File: src/rtl/final_adder_pkg.sv
// Shared constants, state encodings and the float packing helper for the
// final_adder return path (CORDIC fixed point back to IEEE-754 single).
// Latency: n/a (package). Backpressure: n/a.
package final_adder_pkg;

  localparam int FLT_DATA_WIDTH    = 32;  // only 32 is supported
  localparam int CORDIC_DATA_WIDTH = 22;  // Q2.20 two's complement
  localparam int FRAC_BITS         = 20;
  localparam int FLT_BIAS          = 127;
  localparam int MANT_WIDTH        = 23;
  localparam int CNT_WIDTH         = 5;   // normalisation shifts, max 21

  typedef logic [1:0] state_t;

  // Per-channel part states
  localparam state_t IDLE = 2'b00;
  localparam state_t NORM = 2'b01;
  localparam state_t PACK = 2'b10;
  localparam state_t DONE = 2'b11;
  // Top-level join state shares the NORM encoding
  localparam state_t WAIT = 2'b01;

  // Biased exponent of a magnitude whose MSB is already set (zero shifts).
  localparam int EXP_TOP = FLT_BIAS + (CORDIC_DATA_WIDTH - 1) - FRAC_BITS;

  // Build the float word from a normalised magnitude. Zero maps to +0.0,
  // dropping the sign. The hidden bit is mag[MSB]; the rest fills the
  // mantissa exactly, so no rounding is needed.
  function automatic logic [FLT_DATA_WIDTH-1:0] pack_float(
    input logic                         sign,
    input logic [CORDIC_DATA_WIDTH-1:0] mag,
    input logic [CNT_WIDTH-1:0]         cnt
  );
    logic [7:0] exp;
    exp = 8'(EXP_TOP) - {3'b000, cnt};
    if (mag == '0) begin
      return '0;
    end
    return {sign, exp, mag[CORDIC_DATA_WIDTH-2:0],
            {(MANT_WIDTH - (CORDIC_DATA_WIDTH - 1)){1'b0}}};
  endfunction

endpackage

File: src/rtl/fixed_to_float_part.sv
// One-channel Q2.20 to float converter: sign/magnitude, shift-normalise, pack.
// Latency: 3 + shifts enabled cycles from start to done (done is a 1-cycle flag).
// Backpressure: none; start only sampled in IDLE, clk_en low freezes everything.
// Ports: clk, rst (async active-low), clk_en, start, x (fixed in),
//        flt (float out, held until next PACK), done, working (not IDLE).
module fixed_to_float_part
  import final_adder_pkg::*;
(
  input  logic                         clk,
  input  logic                         clk_en,
  input  logic                         rst,
  input  logic                         start,
  input  logic [CORDIC_DATA_WIDTH-1:0] x,
  output logic [FLT_DATA_WIDTH-1:0]    flt,
  output logic                         done,
  output logic                         working
);

  state_t                       state_q, state_d;
  logic                         sign_q, sign_d;
  logic [CORDIC_DATA_WIDTH-1:0] mag_q, mag_d;
  logic [CNT_WIDTH-1:0]         cnt_q, cnt_d;
  logic [FLT_DATA_WIDTH-1:0]    flt_q, flt_d;

  always_comb begin
    state_d = state_q;
    sign_d  = sign_q;
    mag_d   = mag_q;
    cnt_d   = cnt_q;
    flt_d   = flt_q;
    case (state_q)
      IDLE: begin
        if (start) begin
          sign_d  = x[CORDIC_DATA_WIDTH-1];
          // -2^21 negates to itself, which read unsigned is exactly 2^21
          mag_d   = x[CORDIC_DATA_WIDTH-1] ? (~x + CORDIC_DATA_WIDTH'(1)) : x;
          cnt_d   = '0;
          state_d = NORM;
        end
      end
      NORM: begin
        if (mag_q == '0 || mag_q[CORDIC_DATA_WIDTH-1]) begin
          state_d = PACK;
        end else begin
          mag_d = mag_q << 1;
          cnt_d = cnt_q + CNT_WIDTH'(1);
        end
      end
      PACK: begin
        flt_d   = pack_float(sign_q, mag_q, cnt_q);
        state_d = DONE;
      end
      DONE: begin
        state_d = IDLE;
      end
      default: state_d = IDLE;
    endcase
  end

  always_ff @(posedge clk or negedge rst) begin
    if (!rst) begin
      state_q <= IDLE;
      sign_q  <= 1'b0;
      mag_q   <= '0;
      cnt_q   <= '0;
      flt_q   <= '0;
    end else if (clk_en) begin
      state_q <= state_d;
      sign_q  <= sign_d;
      mag_q   <= mag_d;
      cnt_q   <= cnt_d;
      flt_q   <= flt_d;
    end
  end

  assign flt     = flt_q;
  assign done    = (state_q == DONE);
  assign working = (state_q != IDLE);

endmodule

File: src/rtl/stage_3_fixed_to_float.sv
// Two-channel fixed-to-float stage: runs two parts in parallel and joins them.
// Latency: 4 + max(shifts_one, shifts_two) enabled cycles (4..25), done 1 cycle.
// Backpressure: start ignored unless IDLE; clk_en low holds all state and outputs.
// Ports: clk, rst (async active-low), clk_en, start, fix_one/fix_two (Q2.20 in),
//        flt_one/flt_two (float out, held until next done), done, working.
module stage_3_fixed_to_float
  import final_adder_pkg::*;
(
  input  logic                         clk,
  input  logic                         rst,
  input  logic                         clk_en,
  input  logic                         start,
  input  logic [CORDIC_DATA_WIDTH-1:0] fix_one,
  input  logic [CORDIC_DATA_WIDTH-1:0] fix_two,
  output logic [FLT_DATA_WIDTH-1:0]    flt_one,
  output logic [FLT_DATA_WIDTH-1:0]    flt_two,
  output logic                         done,
  output logic                         working
);

  state_t                    state_q, state_d;
  logic                      flag_one_q, flag_one_d, flag_two_q, flag_two_d;
  logic [FLT_DATA_WIDTH-1:0] res_one_q, res_one_d, res_two_q, res_two_d;
  logic [FLT_DATA_WIDTH-1:0] flt_one_q, flt_one_d, flt_two_q, flt_two_d;

  logic                      part_start;
  logic                      p_done_one, p_done_two, p_wk_one, p_wk_two;
  logic [FLT_DATA_WIDTH-1:0] p_flt_one, p_flt_two;
  logic                      got_one, got_two;

  // Parts only see start while the join is idle, so a start during the
  // DONE cycle cannot kick off a channel on its own.
  assign part_start = start && (state_q == IDLE) && !p_wk_one && !p_wk_two;

  fixed_to_float_part first (
    .clk     (clk),
    .clk_en  (clk_en),
    .rst     (rst),
    .start   (part_start),
    .x       (fix_one),
    .flt     (p_flt_one),
    .done    (p_done_one),
    .working (p_wk_one)
  );

  fixed_to_float_part second (
    .clk     (clk),
    .clk_en  (clk_en),
    .rst     (rst),
    .start   (part_start),
    .x       (fix_two),
    .flt     (p_flt_two),
    .done    (p_done_two),
    .working (p_wk_two)
  );

  // A channel counts as finished if it finished earlier or finishes now.
  assign got_one = flag_one_q || p_done_one;
  assign got_two = flag_two_q || p_done_two;

  always_comb begin
    state_d    = state_q;
    flag_one_d = flag_one_q;
    flag_two_d = flag_two_q;
    res_one_d  = res_one_q;
    res_two_d  = res_two_q;
    flt_one_d  = flt_one_q;
    flt_two_d  = flt_two_q;
    case (state_q)
      IDLE: begin
        if (part_start) begin
          state_d = WAIT;
        end
      end
      WAIT: begin
        if (p_done_one) begin
          res_one_d  = p_flt_one;
          flag_one_d = 1'b1;
        end
        if (p_done_two) begin
          res_two_d  = p_flt_two;
          flag_two_d = 1'b1;
        end
        if (got_one && got_two) begin
          flt_one_d  = p_done_one ? p_flt_one : res_one_q;
          flt_two_d  = p_done_two ? p_flt_two : res_two_q;
          flag_one_d = 1'b0;
          flag_two_d = 1'b0;
          state_d    = DONE;
        end
      end
      DONE: begin
        state_d = IDLE;
      end
      default: state_d = IDLE;
    endcase
  end

  always_ff @(posedge clk or negedge rst) begin
    if (!rst) begin
      state_q    <= IDLE;
      flag_one_q <= 1'b0;
      flag_two_q <= 1'b0;
      res_one_q  <= '0;
      res_two_q  <= '0;
      flt_one_q  <= '0;
      flt_two_q  <= '0;
    end else if (clk_en) begin
      state_q    <= state_d;
      flag_one_q <= flag_one_d;
      flag_two_q <= flag_two_d;
      res_one_q  <= res_one_d;
      res_two_q  <= res_two_d;
      flt_one_q  <= flt_one_d;
      flt_two_q  <= flt_two_d;
    end
  end

  assign flt_one = flt_one_q;
  assign flt_two = flt_two_q;
  assign done    = (state_q == DONE);
  assign working = (state_q != IDLE);

endmodule

File: config.mk
export PLATFORM = sky130hd
export DESIGN_NAME = stage_3_fixed_to_float
export DESIGN_NICKNAME = d
export VERILOG_FILES = /design/src/rtl/final_adder_pkg.sv /design/src/rtl/fixed_to_float_part.sv /design/src/rtl/stage_3_fixed_to_float.sv
export SDC_FILE = /design/constraint.sdc
export NUM_CORES = 1
export LEC_CHECK = 0
export ABC_AREA = 1
export CORE_UTILIZATION = 45
export CTS_CLUSTER_DIAMETER = 100
export DETAILED_ROUTE_END_ITERATION = 6
export PLACE_DENSITY = 0.75
export SYNTH_ARGS = -nofsm -noshare
export SYNTH_HDL_FRONTEND = slang
export SYNTH_SLANG_ARGS = --single-unit
File: constraint.sdc
create_clock -name clk -period 1.95 [get_ports clk]
set_input_delay 0.585 -clock clk [delete_from_list [all_inputs] [get_ports clk]]
set_output_delay 0.585 -clock clk [all_outputs]
set_load 0.01 [all_outputs]
==> impl_metrics.tcl, run 1 <==
set metrics [dict create \
    maxSlewHeadroom_pct 70.8 \
    vias 11000 \
    arrival_ns 1.33 \
    seq_area_frac_synth_pct 50.8 \
    power_mw 21.6 \
    antenna_cells 0 \
    overflow 0 \
    n_fill_cell 2382 \
    htreeDepth 1 \
    period_minus_slack_ns 1.92 \
    grt_pass1_wl_um 49800 \
    critPathKind "flop to output port" \
    slew_violations 0 \
    r2r_setup_slack_ns 0.08 \
    start_util_pct 45.9 \
    synth-seq-cells 252 \
    syn_inst 1626 \
    cap_viol_max_count 0 \
    synth-edff-count 0 \
    min_to "flt_two[14]" \
    critPathLaunchType "flop" \
    fin_tns_setup_ns 0 \
    core_um2 27000 \
    finalInstanceArea_um2 15700 \
    reg2reg_depth 12 \
    tritoncts "done" \
    required_ns 1.36 \
    clock-root-buffer "clkbuf_16" \
    synth_nets 1689 \
    fmax_ghz 0.521 \
    rr_endpoint "first.mag_q[13]" \
    antenna_found_initial 0 \
    syn-cell-area_um2 12400 \
    powerDensity_nw_per_um2 1380 \
    crit_fanout 2 \
    dpl.hpwl_um 21100 \
    place_area_um2 14700 \
    ant_nets 0 \
    skew_ns 0.0191 \
    final_nets 1890 \
    gp_congestion 0.870 \
    syn_area_per_cell_um2 7.63 \
    drcViolationCount 0 \
    ys.flop_type "dfrtp_1" \
    post_drt_wl_per_cell_um 13.6 \
    vdd_drop_max_mv 0.785 \
    setup_viol 0 \
    clk_pin_slew_ns 0.06 \
    die_x_um 168 \
    grtUsageTotal_pct 21.1 \
    io-pin-count 114 \
    drtIter0Drc 960 \
    crit_path_end_kind "output port" \
    port_buffers 113 \
    cts_sinks 252 \
    leakage_nw 8.07 \
    crit-reg2reg-launch "first.state_q[1]" \
    cts_buffers 25 \
    min_path_type "flop to flop" \
    outcome "completed" \
    layout-drive-gt1-share_pct 11.4 \
    synthArstFlopShare_pct 100 \
    grt_pass1_vias 10200 \
    first_pass_iters 7 \
    synth_warnings 0 \
    clock_latency_ns 0.52 \
    placementRows 60 \
    die-area_um2 28300 \
    clockBufferDepth 3 \
    ys_types 40 \
    min_path_cells 2 \
    avgViaCountPerCell 5.03 \
    tightest_slew_ns 0.434 \
    final_hold_viol_count 0 \
    min_period_over_period_pct 98.4 \
    wl_um 29700 \
    syn_to_final_growth_pct 26.2 \
    grt_max_degree 62 \
    die_h_um 168 \
    rsz0062_at_grt "yes" \
    min_from "flt_two[14]" \
]
## routing by layer
metal | up-vias | track usage, % | wire length (um)
met3 | 39 | 2.37 | 1410
li1 | 5534 | - | -
met2 | 288 | 32.1 | 13100
met4 | 0 | 4.43 | 453
met1 | 5140 | 32.4 | 14700
met5 | - | 0 | 0
## worst max-delay path, stage by stage, from the launching register on
cell	delay [ns]
dfrtp_2	0.43
buf_6	0.13
nor2_4	0.09
inv_2	0.06
buf_6	0.12
## power by group
part,total (mW),internal [mW],switching [mW]
clock network,4.69,2.75,1.95
logic,8.34,3.28,5.06
registers,8.55,7.31,1.24
## what timing repair did
item,CTS,global route
setup endpoints to repair,66,53
pin swaps,1,6
hold buffers,1,0
resized for setup,73,12
endpoints found under the hold margin,36,0
gates cloned,0,2
setup buffers,7,5
## cells in the mapped netlist, types with 4 or more instances
master,count,share of area (%)
o21ai_1,11,0.44
buf_2,34,1.4
inv_1,160,4.8
nor3_1,4,0.16
o21ai_0,207,8.3
xor2_1,13,0.92
dfrtp_1,252,51
xnor2_1,5,0.35
a21oi_1,9,0.36
nor2_1,86,2.6
nor4_1,4,0.20
nand2_1,624,19
o22ai_1,5,0.25
clkbuf_1,33,1.0
nand4_1,13,0.66
ha_1,15,1.5
buf_6,6,0.54
nand3_1,107,4.3
## cell usage in the layout, fill, tap and decap left out, types with 11 or more instances in the layout
| master | count |
|---|---|
| buf_12 | 16 |
| buf_4 | 115 |
| clkbuf_16 | 27 |
| clkdlybuf4s50_1 | 46 |
| dfrtp_1 | 251 |
| dlygate4sd2_1 | 64 |
| ha_1 | 13 |
| inv_1 | 156 |
| nand2_1 | 623 |
| nand3_1 | 107 |
| nand4_1 | 13 |
| nor2_1 | 85 |
| o21ai_0 | 207 |
| o21ai_1 | 11 |
| xor2_1 | 13 |
## flip-flops by register name (all words and copies together) (netlist names), 2 cells and up
signal          count
second.mag_q       22
res_one_q          32
second.cnt_q        5
res_two_q          32
first.mag_q        22
flt_two            32
second.state_q      2
state_q             2
first.state_q       2
first.flt          30
second.flt         30
flt_one            32
first.cnt_q         5
## per-stage QoR
step / setup slack [ns] / util (%) / hold WS (ns) / instances
6_report: 0.0311 / 58.0 / 0.465 / 2185
5_1_grt: -0.0552 / 58.0 / 0.485 / 2185
4_1_cts: -0.00340 / 57.5 / 0.471 / 2180
3_5_place_dp: -0.359 / 54.5 / 0.458 / 2128
3_3_place_gp: -0.303 / 54.5 / 0.450 / 2128
2_1_floorplan: 0.170 / - / 0.289 / 1626
## worst max path at each step
stage	start	to	slack (ns)
2_1_floorplan	fix_one[0]	first.mag_q[18]	0.17
3_3_place_gp	fix_one[0]	first.mag_q[18]	-0.30
5_1_grt	first.state_q[1]	first.mag_q[16]	-0.06
6_report	state_q[1]	working	0.03
4_1_cts	state_q[1]	working	-0.003
3_5_place_dp	fix_one[0]	first.mag_q[18]	-0.36
## area by class of cell
class	instances	area (um2)	share of cell area, %
clock buffers	35	733	4.68
clock inverters	9	78.8	0.503
flip-flops and latches	252	6310	40.3
well taps	341	427	2.72
multi-input cells	1132	5150	32.9
inverters	165	619	3.95
repair buffers	251	2350	15.0
## cell families after synthesis
group                    Yosys count  synth area share (%)
AO/OA/AOI/OAI                    246                  10.4
AND/OR/NAND/NOR                  853                  28.0
adder cells (fa/ha/maj)           15                  1.51
buffers and inverters            242                  8.08
flip-flops                       252                  50.8
XOR/XNOR                          18                  1.27
(Power assumes the default switching activity.)
==> run 2: changes to the inputs <==
--- a/config.mk
+++ b/config.mk
@@ -5,7 +5,6 @@
 export SDC_FILE = /design/constraint.sdc
 export NUM_CORES = 1
 export LEC_CHECK = 0
-export ABC_AREA = 1
 export CORE_UTILIZATION = 45
 export CTS_CLUSTER_DIAMETER = 100
 export DETAILED_ROUTE_END_ITERATION = 6
==> impl_metrics.tcl, run 2 <==
set metrics [dict create \
    avgViaCountPerCell 5.52 \
    min_period_over_period_pct 110 \
    final_nets 1417 \
    leakage_nw 7.49 \
    antenna_found_initial 0 \
    arrival_ns 2.55 \
    overflow 0 \
    slew_violations 0 \
    crit_path_end_kind "flop" \
    gp_congestion 0.873 \
    ys_types 57 \
    maxSlewHeadroom_pct 73.7 \
    clock_power_share_pct 18.7 \
    post_drt_wl_per_cell_um 17.9 \
    clockBufferDepth 3 \
    grt_pass1_vias 9416 \
    synth_top_area_share_pct 53.6 \
    skew_ns 0.00882 \
    port_buffers 113 \
    drcViolationCount 1 \
    final_hold_viol_count 0 \
    clock-root-buffer "clkbuf_16" \
    fin_ws_ns -0.188 \
    die_h_um 164 \
    place_area_um2 14700 \
    powerDensity_nw_per_um2 1510 \
    swShare_pct 36.0 \
    drtIter0Drc 787 \
    syn_to_final_growth_pct 37.8 \
    p_seq_share_pct 37.0 \
    post-route-util_pct 63.8 \
    clock_latency_ns 0.52 \
    wl_um 30400 \
    final_cell_mix "dfrtp_1, buf_4, mux2_2" \
    synth_area_leaders "dfrtp_1, mux2_2, mux2i_1, a21oi_1, nor2_1" \
    yosys-top-cells-count "dfrtp_1, mux2_2, nor2_1" \
    layout-drive-gt1-share_pct 33.2 \
    die_x_um 164 \
    syn-cell-area_um2 11800 \
    yosys.area.top_type "dfrtp_1" \
    min_path_type "input port to flop" \
    tritoncts "done" \
    htreeDepth 1 \
    failed_checks "design-rule violations, negative setup slack" \
    crit_fanout 7 \
    io-pin-count 114 \
    rsz0062_at_grt "yes" \
    synth_warnings 0 \
    syn_inst 1071 \
    finalInstanceArea_um2 16200 \
    synth-seq-cells 252 \
    tightest_slew_ns 0.391 \
    ys.flop_type "dfrtp_1" \
    ant_nets 0 \
    critPathKind "flop to flop" \
    antenna_cells 0 \
    clk_pin_slew_ns 0.06 \
    first_pass_iters 7 \
    start_util_pct 46.3 \
    multiInputGateArea_um2 5700 \
    synth-edff-count 0 \
    fmax_ghz 0.468 \
    synth_nets 1134 \
    required_ns 2.36 \
    p_switching_mw 8.78 \
    holdWs_ns 0.415 \
    intPower_mw 15.6 \
    setup_viol 45 \
    seq_area_frac_synth_pct 53.6 \
    period_minus_slack_ns 2.14 \
    grt_pass1_wl_um 48800 \
    synthArstFlopShare_pct 100 \
    layout_commonest_cell "dfrtp_1" \
    vdd_drop_max_mv 0.694 \
    critPathLaunchType "flop" \
    placementRows 58 \
    dpl.hpwl_um 20300 \
    synth.most_common_cell "dfrtp_1" \
    n_fill_cell 1906 \
    regArea_um2 6310 \
    power_frac_comb_pct 44.4 \
    die-area_um2 26800 \
    cap_viol_max_count 0 \
    vias 9385 \
    cts_buffers 25 \
    syn_area_per_cell_um2 11.0 \
    outcome "complete, but fails checks" \
    cts_sinks 252 \
    core_um2 25400 \
    grt_max_degree 59 \
    grtUsageTotal_pct 22.7 \
]
==> run 2: cell types whose count changed after synthesis, moves of 72 or more <==
| cell | delta |
|---|---|
| nand2_1 | -536 |
| o21ai_0 | -148 |
| inv_1 | -131 |
| mux2_2 | +111 |
| nand3_1 | -101 |
| mux2i_1 | +72 |
==> run 2: worst paths after layout <==
| check | cells after the start | slack, ns | from | end |
|---|---|---|---|---|
| max | 5 | -0.19 | second.mag_q[2] | second.mag_q[19] |
| min | 3 | 0.41 | clk_en | state_q[0] |
| max reg2reg | 5 | -0.19 | second.mag_q[2] | second.mag_q[19] |
| min reg2reg | 1 | 0.49 | res_one_q[0] | res_one_q[0] |
| max in group asynchronous | 3 | 0.75 | rst | flt_two[23] |
| min in group asynchronous | 2 | 0.56 | rst | first.flt[6] |
==> run 2: what timing repair did <==
item / in CTS / in global routing
pin swaps: 26 / 27
hold endpoints to repair: 35 / 0
setup endpoints to repair: 112 / 61
hold buffers: 1 / 0
buffers inserted: 20 / 10
resized for setup: 141 / 88
gates cloned: 4 / 1
==> run 2: cell families after synthesis <==
kind of cell	share of synthesized area [%]
multiplexers	16.7
buffers and inverters	2.90
flip-flops	53.6
adder cells (fa/ha/maj)	1.60
AO/OA/AOI/OAI	10.7
AND/OR/NAND/NOR	11.7
XOR/XNOR	2.75
==> run 2: worst max-delay path, cell delays in order, from the launching register on <==
cell and delay [ns]:
dfrtp_1 0.41, nor4_1 0.41, nand4_1 0.31, o21ai_4 0.42, buf_12 0.18, mux2_4 0.30
==> run 2: layer usage <==
metal	part of all wire, %	wire (um)	up-vias	global-route usage (%)
met3	4.9	1500	69	2.63
met4	2.7	812	0	6.86
li1	-	-	4385	-
met5	0	0	-	0
met2	47	14300	267	36.5
met1	45	13700	4664	32.2
==> run 2: area by class of cell <==
cell class | count | share of cell area (%)
Sequential cell | 252 | 38.9
Clock inverter | 5 | 0.177
Timing Repair Buffer | 314 | 17.8
Inverter | 29 | 0.779
Tap cell | 330 | 2.55
Clock buffer | 38 | 4.59
Multi-Input combinational cell | 732 | 35.2
==> run 2: power by group through the flow <==
stage / logic (mW) / clock network (mW) / registers (mW)
2_1_floorplan: 5.14 / 0 / 9.03
3_3_place_gp: 9.55 / 0 / 8.86
3_5_place_dp: 9.86 / 0 / 9.03
4_1_cts: 10.3 / 4.62 / 8.97
5_1_grt: 11.7 / 4.82 / 9.29
6_report: 10.8 / 4.56 / 9.03
==> run 2: through the flow <==
step	power (mW)	std cells	setup WS (ns)	TNS (ns)
6_report	24.4	1700	-0.188	-3.28
4_1_cts	23.8	1691	-0.0199	-0.0319
3_5_place_dp	18.9	1624	-0.899	-79.90
3_3_place_gp	18.4	1624	-0.876	-71.44
5_1_grt	25.8	1700	-0.255	-7.22
2_1_floorplan	14.2	1071	-0.331	-1.73
==> run 3: changes to the inputs <==
--- a/config.mk
+++ b/config.mk
@@ -5,6 +5,7 @@
 export SDC_FILE = /design/constraint.sdc
 export NUM_CORES = 1
 export LEC_CHECK = 0
+export CORE_ASPECT_RATIO = 1.2
 export CORE_UTILIZATION = 45
 export CTS_CLUSTER_DIAMETER = 100
 export DETAILED_ROUTE_END_ITERATION = 6
==> impl_metrics.tcl, run 3 (synthesis results as in run 2) <==
set metrics [dict create \
    final_cell_mix "dfrtp_1, buf_4, mux2_2" \
    avgViaCountPerCell 5.37 \
    crit-reg2reg-launch "first.mag_q[6]" \
    antenna_cells 0 \
    min_from "fix_one[0]" \
    drcViolationCount 0 \
    htreeDepth 1 \
    slew_violations 0 \
    critPathKind "flop to flop" \
    period_minus_slack_ns 2.05 \
    arrival_ns 2.46 \
    cpMostUsedCell "buf_4" \
    required_ns 2.35 \
    tightest_slew_ns 0.382 \
    cap_viol_max_count 0 \
    grt_max_degree 65 \
    wl_um 28300 \
    post-route-util_pct 62.6 \
    cts_sinks 252 \
    dpl.hpwl_um 19600 \
    core_um2 25600 \
    outcome "complete, but fails checks" \
    cp_slowest_cell "dfrtp_1" \
    worst_path_dominant_cell_family "buffers and inverters" \
    syn_to_final_growth_pct 36.4 \
    start_util_pct 45.9 \
    rsz0062_at_grt "yes" \
    cp-startpoint "first.mag_q[6]" \
    failed_checks "negative setup slack" \
    grt_pass1_vias 9031 \
    crit_path_end_kind "flop" \
    layout-drive-gt1-share_pct 32.0 \
    clock_latency_ns 0.52 \
    crit_fanout 6 \
    setup_viol 19 \
    holdWs_ns 0.470 \
    port_buffers 113 \
    post_drt_wl_per_cell_um 16.7 \
    final_hold_viol_count 0 \
    skew_ns 0.0149 \
    r2r_setup_slack_ns -0.10 \
    cp.depth 7 \
    post-place-ws_ns -1.00 \
    clk_pin_slew_ns 0.06 \
    grtUsageTotal_pct 21.5 \
    vias 9079 \
    gp_congestion 0.961 \
    clockBufferDepth 3 \
    final_nets 1408 \
    first_pass_iters 5 \
    fin_ws_ns -0.100 \
    clock-root-buffer "clkbuf_16" \
    ant_nets 0 \
    die-area_um2 26800 \
    fmax_ghz 0.488 \
    cts_buffers 24 \
    final_cells 1691 \
    critical_path.cell_chain "nor4_4 > buf_4 > nand4_1 > o211ai_1 > buf_4 > buf_12 > mux2_4" \
    leakage_nw 7.32 \
    die_x_um 150 \
    min_path_cells 4 \
    min_period_over_period_pct 105 \
    path_buf_inv 3 \
    min_path_type "input port to flop" \
    layout_commonest_cell "dfrtp_1" \
    dpl.cell_count 1617 \
    powerDensity_nw_per_um2 1500 \
    power_mw 24.1 \
    reg2reg_depth 7 \
    maxSlewHeadroom_pct 74.5 \
    die_h_um 179 \
    overflow 0 \
    antenna_found_initial 0 \
    vdd_drop_max_mv 0.747 \
    grt_pass1_wl_um 45700 \
    drtIter0Drc 451 \
    io-pin-count 114 \
    max_stage_delay_ns 0.41 \
    critPathLaunchType "flop" \
    placementRows 64 \
    tritoncts "done" \
]
-- run 3: power breakdown --
part           internal [mW]  switching [mW]
clock                   2.70            1.92
sequential              7.48            1.54
combinational           5.44            4.99
-- run 3: path summary, 6_finish.rpt --
| check | end |
|---|---|
| max | first.mag_q[7] |
| min | first.mag_q[0] |
| max reg2reg | first.mag_q[7] |
| min reg2reg | res_two_q[0] |
| max in group asynchronous | second.flt[11] |
| min in group asynchronous | second.mag_q[16] |
-- run 3: layer usage --
metal | part of all wire (%) | GRT usage [%]
met3 | 2.7 | 2.42
met4 | 2.6 | 7.61
met5 | 0 | 0
met2 | 54 | 39.7
met1 | 41 | 25.5
-- run 3: cell type report --
type	instances	area, um2
multi-input combinational	731	5660
fill	1980	9580
tap	330	413
clock inverter	4	45.0
timing repair buffer	307	2770
sequential	252	6310
inverter	29	126
clock buffer	38	734
-- run 3: stage by stage --
stage          instance area, um2  TNS [ns]
3_5_place_dp                14600    -86.27
2_1_floorplan               11900     -1.73
3_3_place_gp                14600    -78.74
4_1_cts                     15800     -1.12
5_1_grt                     16000     -4.76
6_report                    16000     -1.02
-- run 3: worst register-to-register path, cell delays in order (launching register included) --
cell,delay (ns)
dfrtp_1,0.41
nor4_4,0.30
buf_4,0.16
nand4_1,0.14
o211ai_1,0.27
buf_4,0.23
buf_12,0.14
mux2_4,0.29
-- run 3: repair_timing --
action | 4_1_cts | 5_1_grt
hold buffers | 1 | 0
endpoints found under the hold margin | 35 | 0
pin swaps | 22 | 24
gates resized for setup | 177 | 57
cloned | 3 | 0
setup endpoints to repair | 116 | 66
setup buffers | 21 | 16
